**src/rtl/ramb16_arb_pkg.sv**
```systemverilog
// Shared constants, FSM encoding and RAM address helper for the
// four-way RAMB16 port arbiter (512x36 aspect ratio).
package ramb16_arb_pkg;

  localparam int NREQ   = 4;
  localparam int ADDR_W = 9;
  localparam int DATA_W = 36;

  typedef enum logic {
    CLEAR = 1'b0,
    RUN   = 1'b1
  } state_t;

  // 36-bit aspect ratio: word index sits at bits [13:5].
  function automatic logic [14:0] ram_addr(
    input logic [ADDR_W-1:0] word
  );
    return {1'b0, word, 5'b0};
  endfunction

endpackage

```
**src/rtl/rr_arb4.sv**
```systemverilog
// Combinational 4-way round-robin picker.
// Ports: req (requests), ptr (highest-priority index), gnt (one-hot).
module rr_arb4 (
  input  logic [3:0] req,
  input  logic [1:0] ptr,
  output logic [3:0] gnt
);

  logic [7:0] dbl;
  logic [7:0] back;
  logic [3:0] rot;
  logic [3:0] pick;

  // Rotate so ptr lands at bit 0, take lowest set bit, rotate back.
  always_comb begin
    dbl  = {req, req} >> ptr;
    rot  = dbl[3:0];
    pick = rot & (~rot + 4'd1);
    back = {pick, pick} << ptr;
    gnt  = back[7:4];
  end

endmodule

```
**src/rtl/ramb16_port_arb.sv**
```systemverilog
// Shares one RAMB16 512x36 port among four requesters, clearing the array
// after reset. RAMB16_ARB_OUTREG_EN selects the RAM output register (L=2).
// Ports: CLK/RST, REQ/WE/ADDR/DI per requester, GNT/RVALID/DO/READY back,
// RAM_* drive one ramb16 port directly.
module ramb16_port_arb
  import ramb16_arb_pkg::*;
#(
  parameter int DEPTH = 512
) (
  input  logic                   CLK,
  input  logic                   RST,
  input  logic [NREQ-1:0]        REQ,
  input  logic [NREQ-1:0]        WE,
  input  logic [NREQ*ADDR_W-1:0] ADDR,
  input  logic [NREQ*DATA_W-1:0] DI,
  output logic [NREQ-1:0]        GNT,
  output logic [NREQ-1:0]        RVALID,
  output logic [DATA_W-1:0]      DO,
  output logic                   READY,
  output logic                   RAM_EN,
  output logic                   RAM_SSR,
  output logic                   RAM_REGCE,
  output logic [3:0]             RAM_WE,
  output logic [14:0]            RAM_ADDR,
  output logic [31:0]            RAM_DI,
  output logic [3:0]             RAM_DIP,
  input  logic [31:0]            RAM_DO,
  input  logic [3:0]             RAM_DOP
);

  state_t            state;
  state_t            state_n;
  logic [ADDR_W-1:0] cnt;
  logic [1:0]        ptr;
  logic [1:0]        idx;
  logic [NREQ-1:0]   arb_gnt;
  logic [NREQ-1:0]   rd_tag;
  logic [NREQ-1:0]   tag_out;
  logic [ADDR_W-1:0] word;
  logic [DATA_W-1:0] din;

  rr_arb4 u_arb (
    .req(REQ),
    .ptr(ptr),
    .gnt(arb_gnt)
  );

  assign GNT     = (state == RUN) ? arb_gnt : '0;
  assign READY   = (state == RUN);
  assign RAM_SSR = RST;
  assign DO      = {RAM_DOP, RAM_DO};
  assign rd_tag  = GNT & ~WE;

  always_comb begin
    idx = '0;
    unique case (1'b1)
      GNT[0]:  idx = 2'd0;
      GNT[1]:  idx = 2'd1;
      GNT[2]:  idx = 2'd2;
      GNT[3]:  idx = 2'd3;
      default: idx = 2'd0;
    endcase
  end

  assign word = ADDR[int'(idx)*ADDR_W +: ADDR_W];
  assign din  = DI[int'(idx)*DATA_W +: DATA_W];

  always_comb begin
    state_n = state;
    if (state == CLEAR && cnt == ADDR_W'(DEPTH-1))
      state_n = RUN;
  end

  always_comb begin
    RAM_EN   = 1'b0;
    RAM_WE   = '0;
    RAM_ADDR = '0;
    RAM_DI   = '0;
    RAM_DIP  = '0;
    if (state == CLEAR) begin
      RAM_EN   = 1'b1;
      RAM_WE   = 4'hF;
      RAM_ADDR = ram_addr(cnt);
    end else if (|GNT) begin
      RAM_EN   = 1'b1;
      RAM_WE   = {4{WE[idx]}};
      RAM_ADDR = ram_addr(word);
      RAM_DI   = din[31:0];
      RAM_DIP  = din[35:32];
    end
  end

  always_ff @(posedge CLK) begin
    if (RST) begin
      state <= CLEAR;
      cnt   <= '0;
      ptr   <= '0;
    end else begin
      state <= state_n;
      if (state == CLEAR)
        cnt <= cnt + 1'b1;
      if (|GNT)
        ptr <= idx + 2'd1;
    end
  end

`ifdef RAMB16_ARB_OUTREG_EN
  logic [NREQ-1:0] tag1;
  logic [NREQ-1:0] tag2;

  assign RAM_REGCE = 1'b1;
  assign tag_out   = tag2;

  always_ff @(posedge CLK) begin
    if (RST) begin
      tag1 <= '0;
      tag2 <= '0;
    end else begin
      tag1 <= rd_tag;
      tag2 <= tag1;
    end
  end
`else
  logic [NREQ-1:0] tag1;

  assign RAM_REGCE = 1'b0;
  assign tag_out   = tag1;

  always_ff @(posedge CLK) begin
    if (RST)
      tag1 <= '0;
    else
      tag1 <= rd_tag;
  end
`endif

  // A read issued just before reset must not surface while RST is high;
  // the flop flush only takes effect at the next edge.
  assign RVALID = RST ? '0 : tag_out;

endmodule

```
**config.mk**
```make
export PLATFORM = sky130hd
export DESIGN_NAME = ramb16_port_arb
export DESIGN_NICKNAME = d
export VERILOG_FILES = /design/src/rtl/ramb16_arb_pkg.sv /design/src/rtl/rr_arb4.sv /design/src/rtl/ramb16_port_arb.sv
export SDC_FILE = /design/constraint.sdc
export NUM_CORES = 1
export LEC_CHECK = 0
export CAP_MARGIN = 40
export CORE_AREA = 2 2 128 130
export CTS_CLUSTER_DIAMETER = 150
export DETAILED_ROUTE_END_ITERATION = 10
export DIE_AREA = 0 0 130 132
export PLACE_DENSITY = 0.61
export SLEW_MARGIN = 20
export SYNTH_ARGS = -nofsm -noshare
export SYNTH_HDL_FRONTEND = slang
export SYNTH_SLANG_ARGS = --single-unit
```
**constraint.sdc**
```tcl
create_clock -name CLK -period 2.9 [get_ports CLK]
set_clock_uncertainty 0.2 [all_clocks]
set_input_delay 0.435 -clock CLK [delete_from_list [all_inputs] [get_ports CLK]]
set_output_delay 0.435 -clock CLK [all_outputs]
set_load 0.01 [all_outputs]
```
==> results of run 1 <==
==> worst max path at each step <==
stage                      start  slack (ps)      endpoint  cells past startpoint
after floorplan           REQ[0]         260     RAM_WE[1]                      8
after global placement    REQ[0]        -650     RAM_DI[9]                      8
after detailed placement  REQ[0]        -710  RAM_ADDR[13]                      8
after CTS                 REQ[0]           2    RAM_DI[22]                      9
after global routing      REQ[0]         0.2     RAM_WE[1]                      9
final                     REQ[0]          50    RAM_DIP[1]                     10
==> per-layer routing <==
layer  track usage  up-vias
li1              -     1690
met1         0.167     1673
met2         0.282      218
met3        0.0390       19
met4        0.0281        0
met5             0        -
==> worst max-delay path, cell delays in order <==
cell             delay (ps)
clkdlybuf4s15_2         200
buf_6                   130
nand2b_4                 60
or4b_4                  490
and2_4                  230
buf_12                  140
buf_12                  140
o22ai_2                 130
o22ai_1                 100
buf_2                   160
==> cell families after synthesis <==
family	Yosys count	synth area share
compound gates	111	0.299
buf+inv	83	0.222
simple gates	68	0.142
mux	48	0.186
flops	16	0.123
xor+xnor	5	0.0168
fa+ha+maj	2	0.00962
other cells	1	0.00144
==> synthesized netlist by cell type (4+ instances only) <==
cell	number	area share
nand2_1	7	0.010
o22ai_2	4	0.019
nor3_1	4	0.0077
nand2b_1	12	0.029
nand3_1	6	0.012
o221ai_1	6	0.020
dfxtp_1	16	0.12
buf_6	10	0.043
clkbuf_1	13	0.019
buf_2	6	0.012
o22ai_1	77	0.19
o21ai_0	4	0.0077
nor2b_1	12	0.029
nor2_1	16	0.023
mux2i_1	46	0.18
a21oi_1	7	0.013
buf_4	49	0.14
==> placed cells by master (no fill, tap or decap), types with 3 or more instances in the layout <==
master           instances
buf_2                   36
o22ai_1                 66
xor2_1                   3
o22ai_2                 14
o221ai_1                 6
and2_4                   3
nor3_1                   4
nand2b_1                10
nor2b_1                  9
dfxtp_1                 14
a211o_1                  3
clkdlybuf4s15_1          8
clkdlybuf4s15_2          6
conb_1                   7
mux2i_4                  3
o221ai_2                 3
buf_16                   4
buf_6                    3
clkbuf_16                4
buf_4                   29
o21ai_0                  4
buf_12                  12
inv_1                    3
nand2_1                  6
a21oi_1                  4
mux2i_1                 41
clkdlybuf4s50_1        196
nor2_1                  16
nand3_1                  6
==> sequential cells by signal, indices dropped and copies added (netlist names) <==
name,count
ptr,2
cnt,9
tag1,4
READY,1
==> through the flow <==
step	instances	setup WS [ps]	hold slack [ps]
after floorplan	340	260	285
final	781	49.5	330
after global routing	781	0.226	364
after detailed placement	754	-707	310
after global placement	754	-651	302
after CTS	778	2.41	327
==> area by class of cell <==
type,count,share of cell area
clock buffers,4,0.0159
inverters,3,0.00202
multi-input cells,244,0.350
flip-flops and latches,16,0.0578
well taps,216,0.0484
repair buffers,298,0.526
==> report_power, final <==
| group | total [mW] | switching (mW) | leakage [nW] | internal, mW |
|---|---|---|---|---|
| Clock | 0.294 | 0.0849 | 0.0442 | 0.209 |
| Combinational | 0.524 | 0.156 | 2.03 | 0.367 |
| Sequential | 0.228 | 0.00372 | 0.130 | 0.224 |
==> what timing repair did <==
action / CTS / global route
buffers inserted: 15 / 2
hold buffers: 0 / 0
resized for setup: 214 / 16
gates cloned: 5 / 1
setup endpoints to repair: 51 / 46
pin swaps: 9 / 7
==> summary.md, run 1 <==
| Metric | Value |
|---|---|
| Total Wirelength | `14500 um` |
| Initial Util | `0.166` |
| Num rows | `46` |
| Fmax | `351 MHz` |
| N_diodes | `0` |
| Syn Area/Cell | `7.79 um2` |
| # port buffers | `249` |
| VDD IR max | `0.000276 V` |
| Layout cells sized above 1 | `0.250` |
| RD Place Congestion | `0.809` |
| WP data arrival | `2220 ps` |
| Final #Nets | `794` |
| Multi-input gate area | `0.00196 mm2` |
| Die W | `130 um` |
| Iteration-0 DRC count of the detailed router | `137` |
| Syn. warnings | `0` |
| Sequential element share of the synthesized area | `0.123` |
| Hold EP | `cnt[0]$_SDFFE_PP0N_` |
| Max FO, Critical Path | `11` |
| CTS tree | `yes` |
| Clk slew on worst S/H paths | `50 ps` |
| Met2 Wirelength | `7230 um` |
| Core Util, Final | `0.355` |
| R2R setup slack | `980 ps` |
| Max-Cap Viols | `0` |
| Placed cell areas | `0.00516 mm2` |
| Total number of vias | `3600` |
| CP startpoint kind | `input port` |
| Worst R2R Path Depth | `7` |
| Critical Path Sink Type | `output pin` |
| CTS sink count | `16` |
| Vias per cell | `4.61` |
| Final ANT Viol Nets | `0` |
| Routed metal-1 wire length | `5590 um` |
| Core area | `0.0157 mm2` |
| Post-DR wirelength/cell | `18.5 um` |
| Area Overhead vs Synth | `115%` |
| Routed wl met3 | `1400 um` |
| Pwr/cell area | `187 mW/mm2` |
| RR Endpoint | `ptr[1]$_SDFFE_PP0N_` |
| Drt first pass iters | `4` |
| Die Y-Extent | `132 um` |
| Inserted Clock Buffers | `3` |
| Hold depth | `2` |
| Die area | `0.0172 mm2` |
| Main flop type after synthesis | `dfxtp_1` |
| Top Ports | `329` |
| Hold Crit Class | `reg2reg` |
| Synth Instances | `334` |
| Unrepaired setup endpoints after global routing | `no` |
| Fill count | `1590` |
| Top Metal Used | `met4` |
| Final instance area | `0.00558 mm2` |
| DP HPWL | `10800 um` |
| Vias in the first global route | `3614` |
| Initial antenna violation count | `0` |
| All-Layer GR Usage | `0.149` |
| Required @ worst endpoint | `2270 ps` |
| Drt drc | `0` |
| GRT Residual Overflow | `0` |
| Clock latency on the worst-skew pair | `240 ps` |
| Final min period | `2850 ps` |
| Number of synthesized register bits | `16` |
| H-tree depth | `1` |
| Post-route clock period utilization | `0.983` |
| Worst reg2reg startpoint | `ptr[1]$_SDFFE_PP0N_` |
| Total chip power | `1.05 mW` |
| Outcome | `completed` |
| Final Hold Viols | `0` |
| CTS root buffer | `clkbuf_16` |
| P_leak | `2.21 nW` |
| Slew Viols, Final | `0` |
| Mapped Area | `0.00260 mm2` |
| Worst hold path startpoint | `cnt[0]$_SDFFE_PP0N_` |
| Crit Path Category | `in2out` |
| Pin count of the biggest net entering global routing | `27` |
| Longest Clk Path Bufs | `2` |
| Sequential cell area | `323 um2` |
| Async set-reset flop share out of synthesis | `0` |
| First-pass GRT wire length | `20200 um` |
| Synth unique cells | `41` |
| Number of synthesized flops with an enable pin | `0` |
| Setup TNS | `0 ps` |
| Final Setup Violations | `0` |
No activity file was read; power rests on OpenSTA's default activity.
==> run 2: changes to the inputs <==
--- a/config.mk
+++ b/config.mk
@@ -10,7 +10,7 @@
 export CTS_CLUSTER_DIAMETER = 150
 export DETAILED_ROUTE_END_ITERATION = 10
 export DIE_AREA = 0 0 130 132
-export PLACE_DENSITY = 0.61
+export PLACE_DENSITY = 0.57
 export SLEW_MARGIN = 20
 export SYNTH_ARGS = -nofsm -noshare
 export SYNTH_HDL_FRONTEND = slang
==> run 2 against run 1 <==
Non-clock buffer count increased by 9. First-iteration DRC count decreased by 23%. Worst setup slack improved by 34 ps. Largest power group unchanged. Core utilization decreased by 0.21 points. Largest cell class unchanged. Highest routed layer unchanged. Total power decreased by 0.68%.
==> summary.md, run 2 (synthesized netlist as in run 1, its figures left out) <==
| Metric | Value |
|---|---|
| H-tree depth | `1 (unchanged)` |
| Drt drc | `0 (unchanged)` |
| Fmax | `355 MHz (+1.2%)` |
| Post-DR wirelength/cell | `18.3 um (-1.0%)` |
| Vias per cell | `4.50 (-2.4%)` |
| Critical Path Sink Type | `output pin` |
| Met2 Wirelength | `7170 um (-0.77%)` |
| Slowest stage delay, CP | `500 ps (about the same)` |
| Longest Clk Path Bufs | `2 (unchanged)` |
| Num rows | `46 (unchanged)` |
| Die Y-Extent | `132 um (unchanged)` |
| Clk slew on worst S/H paths | `50 ps (about the same)` |
| Max-Cap Viols | `0 (unchanged)` |
| RD Place Congestion | `0.839 (+3.6%)` |
| Fin cells | `788 (+0.90%)` |
| Total number of vias | `3546 (-1.5%)` |
| Crit Path Category | `in2out` |
| Commonest non-fill, non-tap cell in the layout | `clkdlybuf4s50_1` |
| # port buffers | `249 (unchanged)` |
| Worst path top cell family by delay | `simple AND/OR/NAND/NOR gates` |
| Final ANT Viol Nets | `0 (unchanged)` |
| Unrepaired setup endpoints after global routing | `no` |
| Layout cells sized above 1 | `0.271 (+0.0214)` |
| Top Registers | `cnt: 9 flops, tag1: 4 flops, ptr: 2 flops` |
| Setup TNS | `0 ps (unchanged)` |
| Final Setup Violations | `0 (unchanged)` |
| Inserted Clock Buffers | `3 (unchanged)` |
| CP startpoint kind | `input port` |
| Total chip power | `1.04 mW (-0.68%)` |
| VDD IR max | `0.000173 V (-37%)` |
| Final min period | `2820 ps (-34.4 ps)` |
| CTS tree | `yes` |
| P_leak | `2.20 nW (-0.40%)` |
| GRT Residual Overflow | `0 (unchanged)` |
| Crit-path cells | `clkdlybuf4s15_1 > nand2b_4 > or4b_4 > and2_4 > buf_4 > buf_6 > o22ai_2 > o22ai_1 > buf_2` |
| Pwr/cell area | `187 mW/mm2 (about the same)` |
| Initial Util | `0.166 (unchanged)` |
| Required @ worst endpoint | `2270 ps (about the same)` |
| Area Overhead vs Synth | `113%` |
| Total Wirelength | `14500 um (-0.12%)` |
| Top Ports | `329 (unchanged)` |
| Max FO, Critical Path | `7 (-4)` |
| Routed metal-1 wire length | `5820 um (+4.2%)` |
| Clock latency on the worst-skew pair | `250 ps (about the same)` |
| Initial antenna violation count | `0 (unchanged)` |
| Hold Crit Class | `reg2reg` |
| Fill count | `1609 (+1.2%)` |
| Drt first pass iters | `4 (unchanged)` |
| CTS root buffer | `clkbuf_16` |
| Final #Nets | `801 (+0.88%)` |
| Iteration-0 DRC count of the detailed router | `105 (-23%)` |
| Cells after DPL | `768 (+1.9%)` |
| Routed wl met3 | `1300 um (-7.4%)` |
| Worst path bufs/invs | `4 (-1)` |
| Top Metal Used | `met4` |
| Slew Viols, Final | `0 (unchanged)` |
| Post-route clock period utilization | `0.971 (-0.0119)` |
| First-pass GRT wire length | `20700 um (+2.4%)` |
| Max stage delay cell, worst path | `or4b_4` |
| Biggest register | `cnt` |
| WP data arrival | `2180 ps (-40 ps)` |
| DP HPWL | `11100 um (+2.6%)` |
| Die W | `130 um (unchanged)` |
| Vias in the first global route | `3666 (+1.4%)` |
| N_diodes | `0 (unchanged)` |
| Final Hold Viols | `0 (unchanged)` |
| Core area | `0.0157 mm2 (unchanged)` |
| Commonest non-fill, non-tap cells in the layout | `196 x clkdlybuf4s50_1, 62 x o22ai_1, 44 x mux2i_1` |
| CTS sink count | `16 (unchanged)` |
| Pin count of the biggest net entering global routing | `27 (unchanged)` |
| All-Layer GR Usage | `0.153 (+0.00399)` |
| Max reg flops | `9 (unchanged)` |
| Outcome | `completed` |
| Die area | `0.0172 mm2 (unchanged)` |
==> run 2: cell types whose count changed in the layout (fill, tap and decap cells not counted), moves of 3 or more <==
cell and change:
buf_4 +12, buf_6 +4, clkdlybuf4s15_2 -5, clkbuf_2 +7, o22ai_1 -4, o22ai_4 +4
buf_12 -6, buf_8 +3, mux2i_1 +3
==> run 2: cell type report <==
cell class	count	area, um2	area share
inverters	3	11.3	0.00203
multi-input cells	242	1980	0.357
repair buffers	307	2880	0.518
clock buffers	4	88.8	0.0160
well taps	216	270	0.0487
flip-flops and latches	16	324	0.0584
==> run 2: worst reg2reg max path: stages (launching register included) <==
cell      delay [ps]
dfxtp_2          340
nand2b_1         140
or4_4            560
buf_4            170
nand2_2           80
o21ai_0           80
a21oi_1          140
==> run 2: stage by stage <==
step	setup WS (ps)	hold WS, ps	cell area, um2	utilization
after floorplan	260	285	2620	-
after global placement	-683	301	5250	0.334
after detailed placement	-667	311	5250	0.334
after CTS	0.0817	333	5570	0.355
after global routing	9.63	368	5550	0.353
final	83.9	336	5550	0.353
==> run 2: what timing repair did <==
action	in CTS	in global routing
pin swaps	13	9
endpoints found under the setup margin	51	42
hold buffers	0	0
gates cloned	3	0
buffers inserted	16	1
gates resized for setup	206	41
==> run 2: routing by layer <==
metal,vias up,global-route usage
met5,-,0
met4,0,0.0281
met3,14,0.0377
met2,167,0.282
met1,1670,0.179
li1,1695,-
==> run 2: where the power goes <==
| group | switching (mW) | internal (mW) |
|---|---|---|
| Combinational | 0.153 | 0.355 |
| Sequential | 0.00355 | 0.224 |
| Clock | 0.0932 | 0.210 |
==> run 2: worst paths after layout <==
path | startpoint | end | slack (ps) | depth (start not counted)
min | cnt[0]$_SDFFE_PP0N_ | cnt[0]$_SDFFE_PP0N_ | 340 | 2
min reg2reg | cnt[0]$_SDFFE_PP0N_ | cnt[0]$_SDFFE_PP0N_ | 340 | 2
max | REQ[3] | RAM_DI[24] | 80 | 9
max reg2reg | ptr[1]$_SDFFE_PP0N_ | ptr[1]$_SDFFE_PP0N_ | 1110 | 6
